$ cat config.mk
export PLATFORM = sky130hd
export DESIGN_NAME = muldiv_unit
export DESIGN_NICKNAME = d
export VERILOG_FILES = /design/src/rtl/muldiv_unit.sv
export SDC_FILE = /design/constraint.sdc
export NUM_CORES = 1
export LEC_CHECK = 0
export BUFFER_PORTS_ARGS = -buffer_cell sky130_fd_sc_hd__buf_2
export CORE_MARGIN = 2
export CORE_UTILIZATION = 55
export DETAILED_ROUTE_END_ITERATION = 12
export PLACE_DENSITY = 0.78
export SYNTH_ARGS = -nofsm -noshare
export SYNTH_HDL_FRONTEND = slang
export SYNTH_SLANG_ARGS = --single-unit
$ cat constraint.sdc
create_clock -name clk -period 11.8 [get_ports clk]
set_input_delay 2.36 -clock clk [delete_from_list [all_inputs] [get_ports clk]]
set_output_delay 2.36 -clock clk [all_outputs]
set_load 0.05 [all_outputs]
$ cat src/rtl/muldiv_unit.sv
// muldiv_unit: iterative shift-add multiplier / restoring divider writing HI/LO.
// The divider (div/divu) is compiled only when MULDIV_DIV_EN is defined.
module muldiv_unit #(
  parameter int WIDTH = 32
) (
  input  logic             clk,
  input  logic             reset,
  input  logic             Start,
  input  logic [5:0]       OpCode,
  input  logic [5:0]       Funct,
  input  logic [WIDTH-1:0] A,
  input  logic [WIDTH-1:0] B,
  output logic             Busy,
  output logic             Done,
  output logic [WIDTH-1:0] Hi,
  output logic [WIDTH-1:0] Lo
);
  localparam int CW = $clog2(WIDTH + 1);
`ifdef MULDIV_DIV_EN
  typedef enum logic [1:0] {IDLE, MUL, FIX, DIV} state_t;
`else
  typedef enum logic [1:0] {IDLE, MUL, FIX} state_t;
`endif
  state_t state, nxt;
  logic [2*WIDTH-1:0] p, prod;
  logic [WIDTH-1:0] opnd, mag_a, mag_b;
  logic [WIDTH:0] sum;
  logic [CW-1:0] cnt;
  logic accept, go_mul, go_div, sa, sb, neg_q, last;
  assign accept = Start && !Busy && OpCode == 6'd0;
  assign go_mul = accept && (Funct == 6'd24 || Funct == 6'd25);
`ifdef MULDIV_DIV_EN
  assign go_div = accept && (Funct == 6'd26 || Funct == 6'd27);
  logic neg_r, is_div;
  logic [WIDTH-1:0] a_orig;
  logic [WIDTH+1:0] diff;
  assign diff = {1'b0, p[2*WIDTH-1:WIDTH-1]} - {2'b0, opnd};
`else
  assign go_div = 1'b0;
`endif
  // Signed ops (even Funct) iterate on magnitudes; signs are fixed up in FIX.
  assign sa    = !Funct[0] && A[WIDTH-1];
  assign sb    = !Funct[0] && B[WIDTH-1];
  assign mag_a = sa ? -A : A;
  assign mag_b = sb ? -B : B;
  assign sum   = {1'b0, p[2*WIDTH-1:WIDTH]} + (p[0] ? {1'b0, opnd} : '0);
  assign prod  = neg_q ? -p : p;
  always_ff @(posedge clk or posedge reset)
    if (reset) state <= IDLE;
    else state <= nxt;
  always_comb begin
    nxt = state;
    if (state == IDLE && go_mul) nxt = MUL;
    if (state == MUL && last) nxt = FIX;
`ifdef MULDIV_DIV_EN
    if (state == IDLE && go_div) nxt = DIV;
    if (state == DIV && last) nxt = FIX;
`endif
    if (state == FIX) nxt = IDLE;
  end
  always_comb begin
    Busy = state != IDLE;
    last = cnt == CW'(1);
  end
  always_ff @(posedge clk or posedge reset)
    if (reset) begin
      p <= '0;
      opnd <= '0;
      cnt <= '0;
      neg_q <= 1'b0;
      Done <= 1'b0;
      Hi <= '0;
      Lo <= '0;
`ifdef MULDIV_DIV_EN
      neg_r <= 1'b0;
      is_div <= 1'b0;
      a_orig <= '0;
`endif
    end else begin
      Done <= state == FIX;
      if (go_mul || go_div) begin
        p <= {{WIDTH{1'b0}}, go_mul ? mag_b : mag_a};
        opnd <= go_mul ? mag_a : mag_b;
        cnt <= CW'(WIDTH);
        neg_q <= sa ^ sb;
      end
      if (state == MUL) begin
        p <= {sum, p[WIDTH-1:1]};
        cnt <= cnt - CW'(1);
      end
      if (accept && Funct == 6'd17) Hi <= A;
      if (accept && Funct == 6'd19) Lo <= A;
`ifdef MULDIV_DIV_EN
      if (go_mul || go_div) begin
        neg_r <= sa;
        is_div <= go_div;
        a_orig <= A;
      end
      // Restoring step: keep the trial difference only when it did not borrow.
      if (state == DIV) begin
        p <= diff[WIDTH+1] ? {p[2*WIDTH-2:0], 1'b0} : {diff[WIDTH-1:0], p[WIDTH-2:0], 1'b1};
        cnt <= cnt - CW'(1);
      end
      if (state == FIX && is_div) begin
        Hi <= opnd == '0 ? a_orig : neg_r ? -p[2*WIDTH-1:WIDTH] : p[2*WIDTH-1:WIDTH];
        Lo <= opnd == '0 ? '1 : neg_q ? -p[WIDTH-1:0] : p[WIDTH-1:0];
      end
      if (state == FIX && !is_div) {Hi, Lo} <= prod;
`else
      if (state == FIX) {Hi, Lo} <= prod;
`endif
    end
endmodule

==> results.yml, run 1 <==
run_status:
  run_status: "complete, no violations"
synthesis:
  synth.yosys.seq_area_share: 0.366
  asyncSetResetFlopFracSynth: 1.00
  post-synth-top-area-cell: "dfrtp_1"
  synth_compound_gate_area_share: 0.239
  synthMuxAreaShare: 0.0170
  yosys_warnings: 0
  synth_nets: 1478
  synth_top_family_by_area: "compound AO/OA/AOI/OAI gates"
  synth_cell_type_count: 71
  ys.flop_type: "dfrtp_1"
  ys_ff_latch: 170
  synth_top_area_share: 0.366
  synthXorXnorAreaFrac: 0.107
  synth_area_leaders: "dfrtp_1 37%, o21ai_0 7.5%, xor2_1 6.4%, nand2_1 5.1%, xnor2_1 4.3%"
  synth_edf_count: 0
  synth_instances: 1361
  post_synth.cell_area_avg_um2: 8.54
  synth_area_um2: 11600
  post_synth_simple_gate_area: 0.195
  post_synthesis_adder_cell_area_fraction: 0.0416
place:
  post_dp_area_um2: 12500
  final_estimated_routing_congestion_in_global_placement: 0.915
  place_hpwl_um: 25300
  place.port_buffers: 144
critical_path:
  arrival_ps: 4630
  critPathRequiredTime_ps: 12080
  critical_path_class: "in -> reg"
  critical_path.endpoint_type: "flop"
  worst-path-max-fanout: 31
  crit_path_start_kind: "primary input"
timing:
  setup_viol: 0
  skew_ps: 12.0
  finalHoldViolCount: 0
  timing.hold.ws_ps: 473
  timing.final.max_slew_violations: 0
  fin_tns_setup_ps: 0
  tightest_slew_ps: 1060
  timing.fmax_ghz: 0.230
  slew-limit-headroom: 0.289
  post-route-period-util: 0.369
  grt_setup_unrepaired: "no"
  finalCriticalPeriod_ps: 4360
power_and_ir_drop:
  power.switching_uw: 603
  power.sequential.fraction: 0.419
  internal_power_uw: 1090
  fin_total_pwr_uw: 1690
  combinationalPowerShare: 0.267
  power.share.switching: 0.357
  p_clk_frac: 0.314
  cellLeakagePower_uw: 0.00592
  cellPowerDensity_nw_per_um2: 129
  worst_ir_drop_on_vdd_uv: 112
floorplan:
  num_io_pins: 145
  die_height_um: 149
  die_area_um2: 22300
  die_x_um: 149
  rows: 53
  core_area_um2: 20900
  start_util: 0.556
grt:
  globalRouteOverflowTotal: 0
  grt_pass1_vias: 10300
  grt.total_usage: 0.320
  grt_max_degree: 106
  grt_pass1_wl_um: 56300
  antenna_found_initial: 1
layout:
  layout.cells.most_common_list: "174 x o21ai_0, 170 x dfrtp_1, 157 x nand2_1"
  num-nets-final: 1574
  layout.cells.most_common: "o21ai_0"
  drive_gt1_frac: 0.153
  final_area_um2: 13100
  syn_to_final_growth_pct: 12.3
  n_antenna_cell: 0
  final_core_utilization: 0.625
clock_network:
  cts_tree: "done"
  clk-insertion-delay-late_ps: 430
  holdBufCountCts: 0
  postCtsSetupBuffers: 0
  clock_tree.buffer_depth: 2
  ctsRootBufferMaster: "clkbuf_16"
  worst_setup_hold_path_clk_slew_ps: 70
  cts_repair_resize_count: 0
  cts_htree_levels: 4
  cts_made_buffers: 17
  clock_sinks: 170
routing:
  wirelength_um: 35200
  drt_pass1_iterations: 6
  detailedRoute.firstIterationViolations: 1171
  routed_wire_length_per_instance_um: 20.2
  route.detailed.drc: 0
  detailroute.via_count: 11200
  ant_nets: 0
  route.detailed.vias_per_inst: 6.41
min_path:
  min_path_type: "reg -> reg"
job:
  cap_violations: 0
[cell usage after synthesis (all sizes together), types with 36 or more instances]
master,n
xor2,85
dfrtp,170
xnor2,57
o21ai,177
a22oi,49
ha,37
clkbuf,72
a21oi,71
nand3,38
nor2,75
nand2,157
and2,36
[layer usage]
metal,track usage,part of all wire,vias to the layer above
met4,0.115,0.028,2
met3,0.0373,0.082,75
met5,0,0.00037,-
met2,0.514,0.47,590
met1,0.448,0.42,5388
li1,-,-,5110
[through the flow]
stage | instances | setup WS [ps]
after floorplan | 1361 | 4840
after global placement | 1713 | 7080
after detailed placement | 1713 | 7040
after CTS | 1743 | 7480
after global routing | 1743 | 7100
final | 1743 | 7440
[worst paths after layout]
| path | from | to | slack (ps) | cells after the start |
|---|---|---|---|---|
| worst max-delay path | OpCode[5] | p[5] | 7440 | 9 |
| worst min-delay path | opnd[17] | opnd[17] | 470 | 2 |
| worst max register to register | p[0] | p[63] | 7960 | 11 |
| worst min register to register | opnd[17] | opnd[17] | 470 | 2 |
| max in group asynchronous | reset | Hi[25] | 8220 | 3 |
| min in group asynchronous | reset | Lo[4] | 2140 | 2 |
[flip-flops by register name (all words and copies together) (netlist names)]
register  flops
Hi           32
Done          1
Lo           32
neg_q         1
cnt           6
state         2
opnd         32
p            64
[cells by family (layout without fill, tap and decap cells)]
family                   after synthesis  after routing
AND/OR/NAND/NOR                      445            445
adder cells (fa/ha/maj)               38             38
buffers and inverters                108            215
flip-flops                           170            170
AO/OA/AOI/OAI                        439            439
XOR/XNOR                             142            142
multiplexers                          19             19
[critical path, cell delays in order]
cell and delay, ps:
buf_2 100, nor4b_1 320, nand3_1 320, nor2_1 250, and2_1 420, nor2_2 250
buf_4 310, a22oi_1 170, o21ai_0 120
[cell type report]
class,instances,area [um^2]
inverter,28,110
fill,1791,7840
multi-input combinational,1083,6980
clock buffer,22,484
clock inverter,8,62.6
sequential,170,4250
tap,275,344
timing repair buffer,157,818
[power by group through the flow]
stage	combinational [uW]	sequential [uW]	clock [uW]
after global placement	434	712	0
after CTS	444	704	530
after floorplan	326	687	0
after global routing	500	713	553
final	451	708	531
after detailed placement	440	713	0
No activity file was read; power rests on OpenSTA's default activity.
==> run 2: changes to the inputs <==
CORE_UTILIZATION = 54   (was 55)
PLACE_DENSITY = 0.8   (was 0.78)
clock period = 3.5 ns   (was 11.8 ns; I/O delays follow)
==> results.yml, run 2 (synthesis results as in run 1) <==
run_status:
  run_status: "complete, no violations"
layout:
  layout.filler_cells: 1817
  layout.cells.most_common: "o21ai_0"
  drive_gt1_frac: 0.165
  largest_register: "p"
  layout.cells.most_common_list: "174 x o21ai_0, 170 x dfrtp_1, 157 x nand2_1"
  multi_input_gate_area_um2: 6980
  syn_to_final_growth_pct: 14.4
  largest_register_ff_count: 64
  regArea_um2: 4250
  num-nets-final: 1594
grt:
  grt.total_usage: 0.328
  grt_max_degree: 64
  grt_pass1_vias: 10700
  globalRouteOverflowTotal: 0
  antenna_found_initial: 1
  grt_pass1_wl_um: 58200
clock_network:
  clk-insertion-delay-late_ps: 440
  clock_tree.buffer_depth: 2
  cts_made_buffers: 17
  cts_tree: "done"
  postCtsSetupBuffers: 0
  cts_htree_levels: 4
  cts_repair_resize_count: 0
  worst_setup_hold_path_clk_slew_ps: 80
  ctsRootBufferMaster: "clkbuf_16"
  clock_sinks: 170
  holdBufCountCts: 0
power_and_ir_drop:
  cellLeakagePower_uw: 0.00605
  cellPowerDensity_nw_per_um2: 443
  internal_power_uw: 3730
  power.switching_uw: 2160
  power.sequential.fraction: 0.402
  combinationalPowerShare: 0.273
  fin_total_pwr_uw: 5900
  p_clk_frac: 0.325
  worst_ir_drop_on_vdd_uv: 284
  power.share.switching: 0.367
place:
  place_hpwl_um: 27100
  place.port_buffers: 144
  final_estimated_routing_congestion_in_global_placement: 0.952
floorplan:
  start_util: 0.551
  rows: 53
  core_area_um2: 21100
  die_x_um: 151
  die_height_um: 151
  num_io_pins: 145
  die_area_um2: 22700
timing:
  finalHoldViolCount: 0
  grt_setup_unrepaired: "no"
  timing.final.max_slew_violations: 0
  timing.hold.ws_ps: 449
  skew_ps: 15.0
  finalCriticalPeriod_ps: 3120
  fin_tns_setup_ps: 0
  slew-limit-headroom: 0.378
  timing.fmax_ghz: 0.321
  setup_viol: 0
  post-route-period-util: 0.890
  tightest_slew_ps: 931
critical_path:
  arrival_ps: 3410
  crit_path_start_kind: "flop"
  worst-path-max-fanout: 7
  critPathRequiredTime_ps: 3790
  critical_path.endpoint_type: "flop"
  critical_path_class: "reg -> reg"
routing:
  routed_wire_length_per_instance_um: 20.8
  ant_nets: 0
  route.detailed.drc: 0
  route.detailed.vias_per_inst: 6.41
  drt_pass1_iterations: 7
  wirelength_um: 36700
  detailedRoute.firstIterationViolations: 1302
  detailroute.via_count: 11300
min_path:
  min_path_type: "in -> async"
job:
  cap_violations: 0
==> run 2: cell types whose count changed in the layout (fill, tap and decap cells not counted), sizes merged <==
cell and delta:
buf +20, clkbuf -5, inv +4, bufinv +1
clkinv +1, clkinvlp +1, diode +1
==> run 2: layer usage <==
metal	up-vias	routed length [um]	track usage
met4	0	1610	0.136
li1	5169	-	-
met2	637	17000	0.519
met1	5398	15200	0.452
met3	115	2790	0.0491
met5	-	0	0
==> run 2: final timing paths <==
path / slack, ps / depth (start not counted) / end / from
max: 380 / 7 / Hi[29] / p[14]
min: 450 / 2 / opnd[7] / reset
max reg2reg: 380 / 7 / Hi[29] / p[14]
min reg2reg: 480 / 1 / cnt[4] / cnt[4]
max in group asynchronous: 2330 / 3 / Hi[16] / reset
min in group clk: 480 / 1 / cnt[4] / cnt[4]
==> run 2: layout make-up <==
class                   instances  share of cell area
diodes                          1            0.000188
clock buffers                  17              0.0320
clock inverters                15              0.0119
inverters                      28             0.00818
multi-input cells            1083               0.525
flip-flops and latches        170               0.320
well taps                     275              0.0259
repair buffers                177              0.0775
==> run 2: power by group through the flow <==
stage	combinational, uW	sequential [uW]	clock, uW
2_1_floorplan	1100	2320	0
3_3_place_gp	1540	2380	0
3_5_place_dp	1560	2390	0
4_1_cts	1580	2360	1910
5_1_grt	1770	2390	2010
6_report	1610	2370	1920
==> run 2: per-stage QoR <==
stage	std cells	setup WS, ps	util	area [um^2]
floorplan	1361	631	-	11600
global placement	1733	441	0.603	12700
detailed placement	1733	371	0.603	12700
CTS	1765	400	0.631	13300
global route	1766	205	0.631	13300
finish	1766	385	0.631	13300
==> run 2: worst max-delay path, cell delays in order (launching register included) <==
cell and delay, ps:
dfrtp_1 460, or4_4 610, nor4_4 480, nand3b_1 420, or3_1 450, o31ai_2 240
xor2_1 220, o21ai_0 100
==> run 3: changes to the inputs <==
CORE_MARGIN = 3   (was 2)
CORE_UTILIZATION = 45   (was 54)
PLACE_DENSITY = 0.69   (was 0.8)
==> results.yml, run 3 (synthesis results as in run 1) <==
place:
  final_estimated_routing_congestion_in_global_placement: 0.909
  place_hpwl_um: 26700
  placed_cells_incl_taps: 1786
  place.port_buffers: 144
routing:
  detailroute.via_count: 10900
  ant_nets: 0
  detailedRoute.firstIterationViolations: 953
  route.detailed.vias_per_inst: 6.02
  route.detailed.drc: 0
  routed_wire_length_per_instance_um: 20.1
  drt_pass1_iterations: 5
  wirelength_um: 36500
floorplan:
  die_area_um2: 27800
  num_io_pins: 145
  start_util: 0.460
  core_area_um2: 25300
  die_x_um: 167
  die_height_um: 167
  rows: 58
clock_network:
  cts_made_buffers: 17
  clock_sinks: 170
  holdBufCountCts: 0
  cts_tree: "done"
  clock_tree.buffer_depth: 2
  cts_htree_levels: 4
  cts_repair_resize_count: 0
  ctsRootBufferMaster: "clkbuf_16"
  worst_setup_hold_path_clk_slew_ps: 80
  clk-insertion-delay-late_ps: 440
  postCtsSetupBuffers: 0
job:
  cap_violations: 0
min_path:
  min_path_type: "in -> async"
layout:
  largest_register: "p"
  largest_register_ff_count: 64
  n_antenna_cell: 0
  drive_gt1_frac: 0.164
  layout.cells.most_common_list: "174 x o21ai_0, 170 x dfrtp_1, 157 x nand2_1"
  num-nets-final: 1592
  final_cell_count_no_fill: 1817
  layout.cells.most_common: "o21ai_0"
  syn_to_final_growth_pct: 15.2
  layout.filler_cells: 2376
critical_path:
  regToRegSetupSlack_ps: 360
  timing.rr.end: "p[63]"
  worst-path-max-fanout: 30
  rr_startpoint: "p[0]"
  critPathRequiredTime_ps: 3820
  levels_on_crit_path: 11
  arrival_ps: 3460
  crit_chain: "buf_12, and2_1, ha_1, nor2b_1, o2111ai_1, a21o_1, nor3b_1, buf_4, o31ai_1, a21oi_1, o41a_1"
  critical_path.endpoint_type: "flop"
  path_delay_family: "compound AO/OA/AOI/OAI gates"
  timing.critical_path.slowest_stage_cell: "dfrtp_1"
  timing.critical_path.buf_inv: 2
  crit_path_start_kind: "flop"
  worst_setup_path_startpoint: "p[0]"
  critical-path-max-stage-delay_ps: 440
  critical_path_class: "reg -> reg"
  worst_reg_to_reg_path_cell_count: 11
  end_of_the_critical_path: "p[63]"
timing:
  grt_setup_unrepaired: "no"
  setup_viol: 0
  timing.fmax_ghz: 0.319
  slew-limit-headroom: 0.334
  skew_ps: 13.1
  finalCriticalPeriod_ps: 3140
  finalHoldViolCount: 0
  fin_tns_setup_ps: 0
  post-route-period-util: 0.897
  tightest_slew_ps: 999
  timing.final.max_slew_violations: 0
grt:
  grt_pass1_wl_um: 57900
  grt_pass1_vias: 10400
  globalRouteOverflowTotal: 0
  antenna_found_initial: 0
  grt.total_usage: 0.258
  grt_max_degree: 171
power_and_ir_drop:
  cellLeakagePower_uw: 0.00605
  cellPowerDensity_nw_per_um2: 445
  worst_ir_drop_on_vdd_uv: 299
run_status:
  run_status: "complete, no violations"
run 3: area by class of cell:
cell class / count / area (um^2) / share of cell area
Timing Repair Buffer: 175 / 1020 / 0.0759
Clock inverter: 14 / 180 / 0.0135
Tap cell: 330 / 413 / 0.0308
Multi-Input combinational cell: 1083 / 6990 / 0.522
Sequential cell: 170 / 4250 / 0.318
Clock buffer: 17 / 425 / 0.0318
Inverter: 28 / 109 / 0.00813
run 3: worst min path at each step:
stage	end	slack, ps	depth (start not counted)
2_1_floorplan	opnd[0]	440	2
3_3_place_gp	opnd[22]	450	2
3_5_place_dp	opnd[20]	460	2
4_1_cts	opnd[11]	480	2
5_1_grt	opnd[11]	490	2
6_report	Lo[4]	460	3
run 3: worst register-to-register path: cells and delay by family, from the launching register on:
| kind | cells | cell delay [ps] |
|---|---|---|
| buffers and inverters | 2 | 340 |
| DFF | 1 | 440 |
| adders and majority gates | 1 | 330 |
| AOI/OAI and AO/OA | 5 | 1500 |
| and+or+nand+nor | 3 | 410 |
run 3: routing by layer:
layer  track usage  vias up  part of all wire
met5             0        -                 0
met4        0.0958        0             0.033
met3        0.0468       82             0.073
met2         0.413      455              0.46
met1         0.352     5247              0.44
li1              -     5158                 -
run 3: through the flow:
stage | area, um^2 | total power (uW) | utilization | setup WS [ps] | hold WS, ps
5_1_grt | 13400 | 6230 | 0.530 | 176 | 489
2_1_floorplan | 11600 | 3410 | - | 631 | 442
6_report | 13400 | 5950 | 0.530 | 360 | 463
4_1_cts | 13400 | 5930 | 0.530 | 348 | 478
3_3_place_gp | 12800 | 3930 | 0.506 | 451 | 453
3_5_place_dp | 12800 | 3950 | 0.506 | 374 | 463
run 3: report_power, final:
group | internal (uW) | switching, uW | total (uW)
Combinational | 611 | 984 | 1590
Sequential | 2100 | 268 | 2370
Clock | 1080 | 903 | 1980
